[src/rtl/kiwi_harness_pkg.sv]
// Shared encodings and defaults for the Kiwi regression harness controller.
package kiwi_harness_pkg;

    localparam int TICK_W = 32;

    typedef enum logic [1:0] {
        ST_RUN     = 2'd0,
        ST_SETTLE  = 2'd1,
        ST_DONE    = 2'd2,
        ST_TIMEOUT = 2'd3
    } state_t;

    localparam logic [7:0] IDLE_CODE_DEF    = 8'hFF;
    localparam logic [7:0] TIMEOUT_CODE_DEF = 8'hFE;

endpackage

[src/rtl/kiwi_sim_harness_ctrl_if.sv]
// Harness-to-DUT-wrapper signal bundle; the controller takes the slave side.
interface kiwi_sim_harness_ctrl_if
    import kiwi_harness_pkg::*;
#(
    parameter int NCHAN = 3,
    parameter int WIDTH = 64
);
    logic [7:0]             hpr_abend_syndrome;
    logic                   stim_en;
    logic [NCHAN*WIDTH-1:0] stim_step;
    logic [NCHAN*WIDTH-1:0] stim_out;
    logic [TICK_W-1:0]      clock_ticks;
    logic [1:0]             state_o;
    logic [7:0]             final_code;
    logic                   done_pulse;
    logic                   finished;

    modport master (
        output hpr_abend_syndrome, stim_en, stim_step,
        input  stim_out, clock_ticks, state_o, final_code, done_pulse, finished
    );

    modport slave (
        input  hpr_abend_syndrome, stim_en, stim_step,
        output stim_out, clock_ticks, state_o, final_code, done_pulse, finished
    );
endinterface

[src/rtl/kiwi_stim_chan.sv]
// One stimulus channel: free-running accumulator that wraps modulo 2^WIDTH.
module kiwi_stim_chan #(
    parameter int WIDTH = 64
) (
    input  logic             clk,
    input  logic             reset,
    input  logic             en,
    input  logic [WIDTH-1:0] step,
    output logic [WIDTH-1:0] value
);

    always_ff @(posedge clk or posedge reset) begin
        if (reset) begin
            value <= '0;
        end else if (en) begin
            value <= value + step;
        end
    end

endmodule

[src/rtl/kiwi_sim_harness_ctrl.sv]
// Kiwi regression harness controller: stimulus generation, completion settle and timeout.
//
//   state      | meaning
//   -----------+---------------------------------------------------------
//   ST_RUN     | DUT running, syndrome idle; stimulus live, timeout armed
//   ST_SETTLE  | non-idle syndrome seen; counting down before capture
//   ST_DONE    | code captured from syndrome; absorbing until reset
//   ST_TIMEOUT | tick limit reached in RUN; absorbing until reset
module kiwi_sim_harness_ctrl
    import kiwi_harness_pkg::*;
#(
    parameter int          NCHAN          = 3,
    parameter int          WIDTH          = 64,
    parameter int unsigned SETTLE         = 8,
    parameter int unsigned TIMEOUT_CYCLES = 100000,
    parameter logic [7:0]  IDLE_CODE      = IDLE_CODE_DEF,
    parameter logic [7:0]  TIMEOUT_CODE   = TIMEOUT_CODE_DEF
) (
    input  logic                    clk,
    input  logic                    reset,
    kiwi_sim_harness_ctrl_if.slave  bus
);

    localparam logic [7:0]        SETTLE_LOAD = 8'(SETTLE - 1);
    localparam bit                TO_EN       = (TIMEOUT_CYCLES != 0);
    localparam logic [TICK_W-1:0] TO_LAST     = TO_EN ? TICK_W'(TIMEOUT_CYCLES - 1) : '0;

    state_t              state;
    logic [7:0]          settle_cnt;
    logic [TICK_W-1:0]   clock_ticks;
    logic [7:0]          final_code;
    logic                done_pulse;
    logic                finished;
    logic                chan_en;
    logic [NCHAN*WIDTH-1:0] stim_val;

    // Channels only advance while the run is live; they freeze once a result is latched.
    assign chan_en = bus.stim_en && ((state == ST_RUN) || (state == ST_SETTLE));

    for (genvar i = 0; i < NCHAN; i++) begin : g_chan
        kiwi_stim_chan #(.WIDTH(WIDTH)) u_chan (
            .clk   (clk),
            .reset (reset),
            .en    (chan_en),
            .step  (bus.stim_step[i*WIDTH +: WIDTH]),
            .value (stim_val[i*WIDTH +: WIDTH])
        );
    end

    always_ff @(posedge clk or posedge reset) begin
        if (reset) begin
            state       <= ST_RUN;
            settle_cnt  <= '0;
            clock_ticks <= '0;
            final_code  <= IDLE_CODE;
            done_pulse  <= 1'b0;
            finished    <= 1'b0;
        end else begin
            if (clock_ticks != '1) begin
                clock_ticks <= clock_ticks + 1'b1;
            end
            done_pulse <= 1'b0;
            case (state)
                ST_RUN: begin
                    // Abend takes priority over a coincident timeout.
                    if (bus.hpr_abend_syndrome != IDLE_CODE) begin
                        state      <= ST_SETTLE;
                        settle_cnt <= SETTLE_LOAD;
                    end else if (TO_EN && (clock_ticks == TO_LAST)) begin
                        state      <= ST_TIMEOUT;
                        final_code <= TIMEOUT_CODE;
                        done_pulse <= 1'b1;
                        finished   <= 1'b1;
                    end
                end
                ST_SETTLE: begin
                    if (settle_cnt == '0) begin
                        state      <= ST_DONE;
                        final_code <= bus.hpr_abend_syndrome;
                        done_pulse <= 1'b1;
                        finished   <= 1'b1;
                    end else begin
                        settle_cnt <= settle_cnt - 1'b1;
                    end
                end
                default: ;
            endcase
        end
    end

    assign bus.stim_out    = stim_val;
    assign bus.clock_ticks = clock_ticks;
    assign bus.state_o     = state;
    assign bus.final_code  = final_code;
    assign bus.done_pulse  = done_pulse;
    assign bus.finished    = finished;

endmodule
[src/flat_wrapper.sv]
// flat-port wrapper written by rule: the top's interface ports become plain ports
module kiwi_sim_harness_ctrl_flat import kiwi_harness_pkg::*;
#(
    parameter int          NCHAN          = 3,
    parameter int          WIDTH          = 64,
    parameter int unsigned SETTLE         = 8,
    parameter int unsigned TIMEOUT_CYCLES = 100000,
    parameter logic [7:0]  IDLE_CODE      = IDLE_CODE_DEF,
    parameter logic [7:0]  TIMEOUT_CODE   = TIMEOUT_CODE_DEF
)
  (clk, reset, bus_hpr_abend_syndrome, bus_stim_en, bus_stim_step, bus_stim_out, bus_clock_ticks, bus_state_o, bus_final_code, bus_done_pulse, bus_finished);
  kiwi_sim_harness_ctrl_if #(.NCHAN(NCHAN), .WIDTH(WIDTH)) bus_i ();
  input  logic clk;
  input  logic reset;
  input wire logic [$bits(bus_i.hpr_abend_syndrome)-1:0] bus_hpr_abend_syndrome;
  input wire logic [$bits(bus_i.stim_en)-1:0] bus_stim_en;
  input wire logic [$bits(bus_i.stim_step)-1:0] bus_stim_step;
  output wire logic [$bits(bus_i.stim_out)-1:0] bus_stim_out;
  output wire logic [$bits(bus_i.clock_ticks)-1:0] bus_clock_ticks;
  output wire logic [$bits(bus_i.state_o)-1:0] bus_state_o;
  output wire logic [$bits(bus_i.final_code)-1:0] bus_final_code;
  output wire logic [$bits(bus_i.done_pulse)-1:0] bus_done_pulse;
  output wire logic [$bits(bus_i.finished)-1:0] bus_finished;
  assign bus_i.hpr_abend_syndrome = bus_hpr_abend_syndrome;
  assign bus_i.stim_en = bus_stim_en;
  assign bus_i.stim_step = bus_stim_step;
  assign bus_stim_out = bus_i.stim_out;
  assign bus_clock_ticks = bus_i.clock_ticks;
  assign bus_state_o = bus_i.state_o;
  assign bus_final_code = bus_i.final_code;
  assign bus_done_pulse = bus_i.done_pulse;
  assign bus_finished = bus_i.finished;
  kiwi_sim_harness_ctrl #(.NCHAN(NCHAN), .WIDTH(WIDTH), .SETTLE(SETTLE), .TIMEOUT_CYCLES(TIMEOUT_CYCLES), .IDLE_CODE(IDLE_CODE), .TIMEOUT_CODE(TIMEOUT_CODE)) u_core (.clk(clk), .reset(reset), .bus(bus_i));
endmodule
[config.mk]
export PLATFORM = sky130hd
export DESIGN_NAME = kiwi_sim_harness_ctrl_flat
export DESIGN_NICKNAME = d
export VERILOG_FILES = /design/src/rtl/kiwi_harness_pkg.sv /design/src/rtl/kiwi_sim_harness_ctrl_if.sv /design/src/rtl/kiwi_stim_chan.sv /design/src/rtl/kiwi_sim_harness_ctrl.sv /design/src/flat_wrapper.sv
export SDC_FILE = /design/constraint.sdc
export NUM_CORES = 1
export LEC_CHECK = 0
export CAP_MARGIN = 5
export CORE_MARGIN = 10
export CORE_UTILIZATION = 50
export CTS_BUF_LIST = sky130_fd_sc_hd__clkbuf_4 sky130_fd_sc_hd__clkbuf_8
export DETAILED_ROUTE_END_ITERATION = 12
export GPL_TIMING_DRIVEN = 0
export PLACE_DENSITY = 0.75
export RECOVER_POWER = 50
export REMOVE_ABC_BUFFERS = 1
export SLEW_MARGIN = 40
export SYNTH_ARGS = -nofsm -noshare
export SYNTH_HDL_FRONTEND = slang
export SYNTH_SLANG_ARGS = --single-unit
[constraint.sdc]
create_clock -name clk -period 9.9 [get_ports clk]
set_input_delay 0.99 -clock clk [delete_from_list [all_inputs] [get_ports clk]]
set_output_delay 0.99 -clock clk [all_outputs]
set_load 0.005 [all_outputs]
======== Word level (Yosys, flattened, before mapping) ========
Index checks and enable logic that the tools add are counted.
storage, ports and cells
  register bits after elaboration ......... 244
  logic and storage cells ................. 51
cells by class
  $add $sub $neg .......................... 5
  equal/unequal tests ..................... 10
  muxes and demuxes ....................... 19
  reduce and logical (&&, ||, !) cells .... 8
operators by type and width
  kind                     number
  $add A64 B64 Y64         3
  $mux W8                  5
  $add A32 B1 Y32 const B  1
  $eq A32 B17 Y1 const B   1
  $ne A32 B32 Y1 const B   1
  $pmux W8 S2              2
  $ne A2 B2 Y1 const B     5
  $logic_not A8 Y1         1
  $ne A8 B8 Y1 const B     1
  $sub A8 B1 Y8 const B    1
  $mux W1                  6
  $mux W2                  3
  $reduce_and A3 Y1        2
  $pmux W1 S2              2
  $pmux W2 S2              1
  $reduce_and A4 Y1        1
  $ne A3 B3 Y1 const B     1
  $eq A2 B1 Y1 const B     1
  $logic_not A2 Y1         1
  $reduce_bool A2 Y1       1
  $logic_and A1 B1 Y1      1
  $logic_or A1 B1 Y1       1

======== Longest topological paths before layout ========
  word-level depth ........................ 4
  mapped depth ............................ 13
  depth with buffers taken out ............ 12

======== Hierarchy ========
Synthesis repeated with hierarchy kept, for this count alone.
unflattened totals
  cell total of the unflattened synthesis .. 2313
  area, all modules ....................... 20693.6 um2
modules (own cells, without submodules)
  module                                        instances  cells each  area each (um2)
  kiwi_stim_chan (u_core.g_chan[0].u_chan ...)  2          697         6025.8
  kiwi_stim_chan (u_core.g_chan[2].u_chan)      1          664         6034.5
  kiwi_sim_harness_ctrl                         1          255         2607.5

======== Worst setup path before layout ========
OpenSTA, ideal clock, no wires.
  path type ............................... input port to flip-flop
  start ................................... input bus_stim_step[0]
  end ..................................... register u_core.g_chan[0].u_chan.value[62]
  data arrival time ....................... 3584 ps
  required time ........................... 9771 ps
  path slack .............................. 6187 ps
  stages on the path ...................... 12
  path buffers ............................ 0
  path through ............................ ha_1 > fa_1 > a211oi_1 > nor2_1 > o21ai_1 > o311ai_4 > a21oi_2 > a211oi_2 > o31a_1 > o211ai_2 > a211o_1 > nand3_1
on the way
  longest elaborated chain between the ends .. 1
RTL lines
  what                  line                  source
  from (decl)           flat_wrapper.sv:17    input wire logic [$bits(bus_i.stim_step)-1:0] bus_stim_step;
  $add A64 B64 Y64      kiwi_stim_chan.sv:16  value <= value + step;
  to (signal assigned)  kiwi_stim_chan.sv:16
  to (decl)             kiwi_stim_chan.sv:9   output logic [WIDTH-1:0] value
Every way passes these cells.
A chain may end at the register's enable or synchronous reset.

==> impl_results.md <==
- Clk slew on worst S/H paths: 0.06 ns
- Slew at the pin closest to its max-slew limit: around 3.5 ns
- Final Skew: ~0.046 ns
- Largest net degree at the start of global routing: 73
- Detailed placement HPWL: roughly 52000 µm
- GR Overflow Total: 0
- CP required: 9.82 ns
- PostCTS Resize Cnt: 0
- Vias in the first global route: a little under 20000
- CP Buf/Inv Count: 3
- Input/output buffers: roughly 440
- Worst Hold Class: reg2reg
- Most frequent cells after synthesis: 326 x nand2_1, 236 x dfrtp_1, 214 x o21ai_0
- Endpoints failing hold: 0
- DRC violations left: 0
- DIE AREA: a little under 0.05 mm²
- CTS tree: built
- Cell with the most instances after synthesis: nand2_1
- Fin area: 0.0259 mm²
- Post-CTS Setup Bufs: 0
- Post-synth cell types: 91
- Max cap viols: 6
- Outcome: complete, but fails checks
- Sequential share of the synthesized area: just over 30%
- Clock tree sinks: 244
- Pre-antenna DRT Iters: 6
- Leading post-synthesis cells by cell area: dfrtp_1 29%, ha_1 12%, nand2_1 6.1%, a21o_1 5.3%, o21ai_0 5.3%
- Tcrit/Tclk final: 61.7%
- IO Pins: between 400 and 500
- Initial Util: around half
- Clock root cell: clkbuf_8
- CTS HTree Levels: 2
- Layout cells sized above 1: approximately 5.2%
- Rows: 73
- Yosys top cell area share: 29.4%
- Failing checks: max-capacitance violations, max-slew violations
- Critical path, cell by cell: dlygate4sd3_1 -> clkinvlp_2 -> clkbuf_1
- Post-synth ARST share: between 90% and 100%
- Worst slew margin: -135%
- Crit path time final: 6.11 ns
- Placed Area: 0.0250 mm²
- Total CTS buffers: 48
- Unrepaired setup endpoints after global routing: false
- Pwr dens: about 330 mW/mm²
- Seq cells post-synth: 244
- Clock tree buffer depth: 3
- Vias/cell: between 5 and 6
- Antenna viol nets, final: 0
- Post-Synthesis Cells: around 2400
- Initial antenna violation count: 11
- CP max FO: just over 70
- Total leakage power: between 10 and 15 nW
- Slew Viols, Final: ~330
- Iteration-0 DRC Markers: between 1000 and 1500
- Post-synth EDFFs: 0
- NumNets Final: roughly 3200
- First-pass GRT wire length: 104000 µm
- Hold_buf cts: 0
- Fmax: 0.164 GHz
- Endpoints failing setup: 0
- DR vias: approximately 20000
- Synth warn: 0
- Main flop type after synthesis: dfrtp_1
- WP data arrival: 6.03 ns
- Routed WL: between 60000 and 70000 µm
- Area growth, synth to finish: 29.1%
- CP delay by family, top: buffers and inverters
- Final core utilization: about two thirds
- Mean Syn Cell Area: 8.31 µm²
- Pwr Total: 8.54 mW
- Die width: 220 µm
- # placed instances: between 3000 and 4000
- Yosys top cell by area: dfrtp_1
- Critical path's slowest cell: clkbuf_1
- WL/cell: slightly below 20 µm
- Core area: 0.0397 mm²
- Synthesized area: between 0.02 and 0.025 mm²
- Gp weighted congestion: ~0.96
- Worst path max stage delay: 2.59 ns
- Non-Filler Instances: approximately 3400
- Startpoint Class: primary input
- Crit end category: asynchronous set/reset pin
- GRT Total Usage: 26.3%
- Die height: 220 µm
- Worst vdd ir: 0.196 mV
- CP Class: in2async
- Worst hold slack: 0.469 ns
- Worst-skew pair later-pin latency: ~0.66 ns
-- kinds of logic (layout without fill, tap and decap cells) --
family | after synthesis | after routing | synth area share (%)
compound gates | 846 | 846 | 27.2
simple gates | 757 | 757 | 17.9
flops | 244 | 244 | 30.4
fa+ha+maj | 195 | 195 | 12.3
xor+xnor | 192 | 192 | 8.37
buf+inv | 170 | 597 | 3.23
mux | 12 | 12 | 0.629
other cells | 0 | 6 | 0
-- registers in the layout, summed over array words and instances (netlist names) --
register                    cells
u_core.bus.finished             1
u_core.bus.state_o              2
u_core.settle_cnt               8
u_core.bus.clock_ticks         32
u_core.bus.done_pulse           1
u_core.g_chan.u_chan.value    192
u_core.bus.final_code           8
-- worst paths after layout --
kind	slack, ns	startpoint	to	depth (start not counted)
setup / recovery	3.79	reset	u_core.g_chan[0].u_chan.value[30]	3
hold / removal	0.47	u_core.bus.finished	u_core.bus.finished	1
setup reg to reg	5.64	u_core.bus.state_o[1]	u_core.g_chan[0].u_chan.value[63]	8
hold reg to reg	0.47	u_core.bus.finished	u_core.bus.finished	1
max in group clk	5.34	bus_stim_en	u_core.g_chan[0].u_chan.value[63]	9
min in group asynchronous	1.72	reset	u_core.g_chan[2].u_chan.value[20]	2
-- per-stage QoR --
| stage | setup TNS, ns | setup WS [ns] |
|---|---|---|
| 6_report | 0 | 3.79 |
| 5_1_grt | 0 | 2.76 |
| 4_1_cts | 0 | 5.65 |
| 3_5_place_dp | 0 | 4.98 |
| 3_3_place_gp | -541.11 | -1.61 |
| 2_1_floorplan | 0 | 2.22 |
-- per-layer routing --
layer / routed length (µm) / vias to the layer above / track usage (%)
met5: 74 / - / 0
met4: 1670 / 10 / 9.18
met3: 5240 / 99 / 6.90
met2: 31900 / 577 / 44.0
met1: 27300 / 9417 / 32.2
li1: - / 9633 / -
-- area by class of cell --
cell class,count,area [µm²]
timing repair buffer,449,4530
antenna,6,15.0
inverter,58,219
multi-input combinational,2002,13300
clock inverter,15,109
tap,525,657
fill,3395,13800
clock buffer,75,982
sequential,244,6120
-- cell usage in the layout (no fill, tap or decap), drive strengths merged, types with 9 or more instances in the layout --
| master | count |
|---|---|
| nor2b | 17 |
| a31oi | 28 |
| nand2b | 14 |
| o21a | 25 |
| clkinv | 14 |
| inv | 58 |
| a211oi | 28 |
| o21ai | 254 |
| and4 | 12 |
| a21o | 143 |
| xnor2 | 110 |
| and2 | 10 |
| o211ai | 10 |
| a21oi | 207 |
| o21bai | 31 |
| dlygate4sd3 | 77 |
| clkdlybuf4s50 | 361 |
| nor4 | 13 |
| xor2 | 82 |
| nor2 | 128 |
| dfrtp | 236 |
| ha | 192 |
| nand4 | 53 |
| clkbuf | 80 |
| or4 | 11 |
| nand2 | 326 |
| a21boi | 9 |
| nand3 | 74 |
| and3 | 34 |
| o31ai | 23 |
| nor3b | 10 |
| nor3 | 34 |
-- report_power, final --
part	internal, mW	total, mW	switching [mW]
clock	0.640	1.15	0.515
sequential	1.45	1.85	0.401
combinational	2.54	5.53	2.99
(Power assumes the default switching activity.)
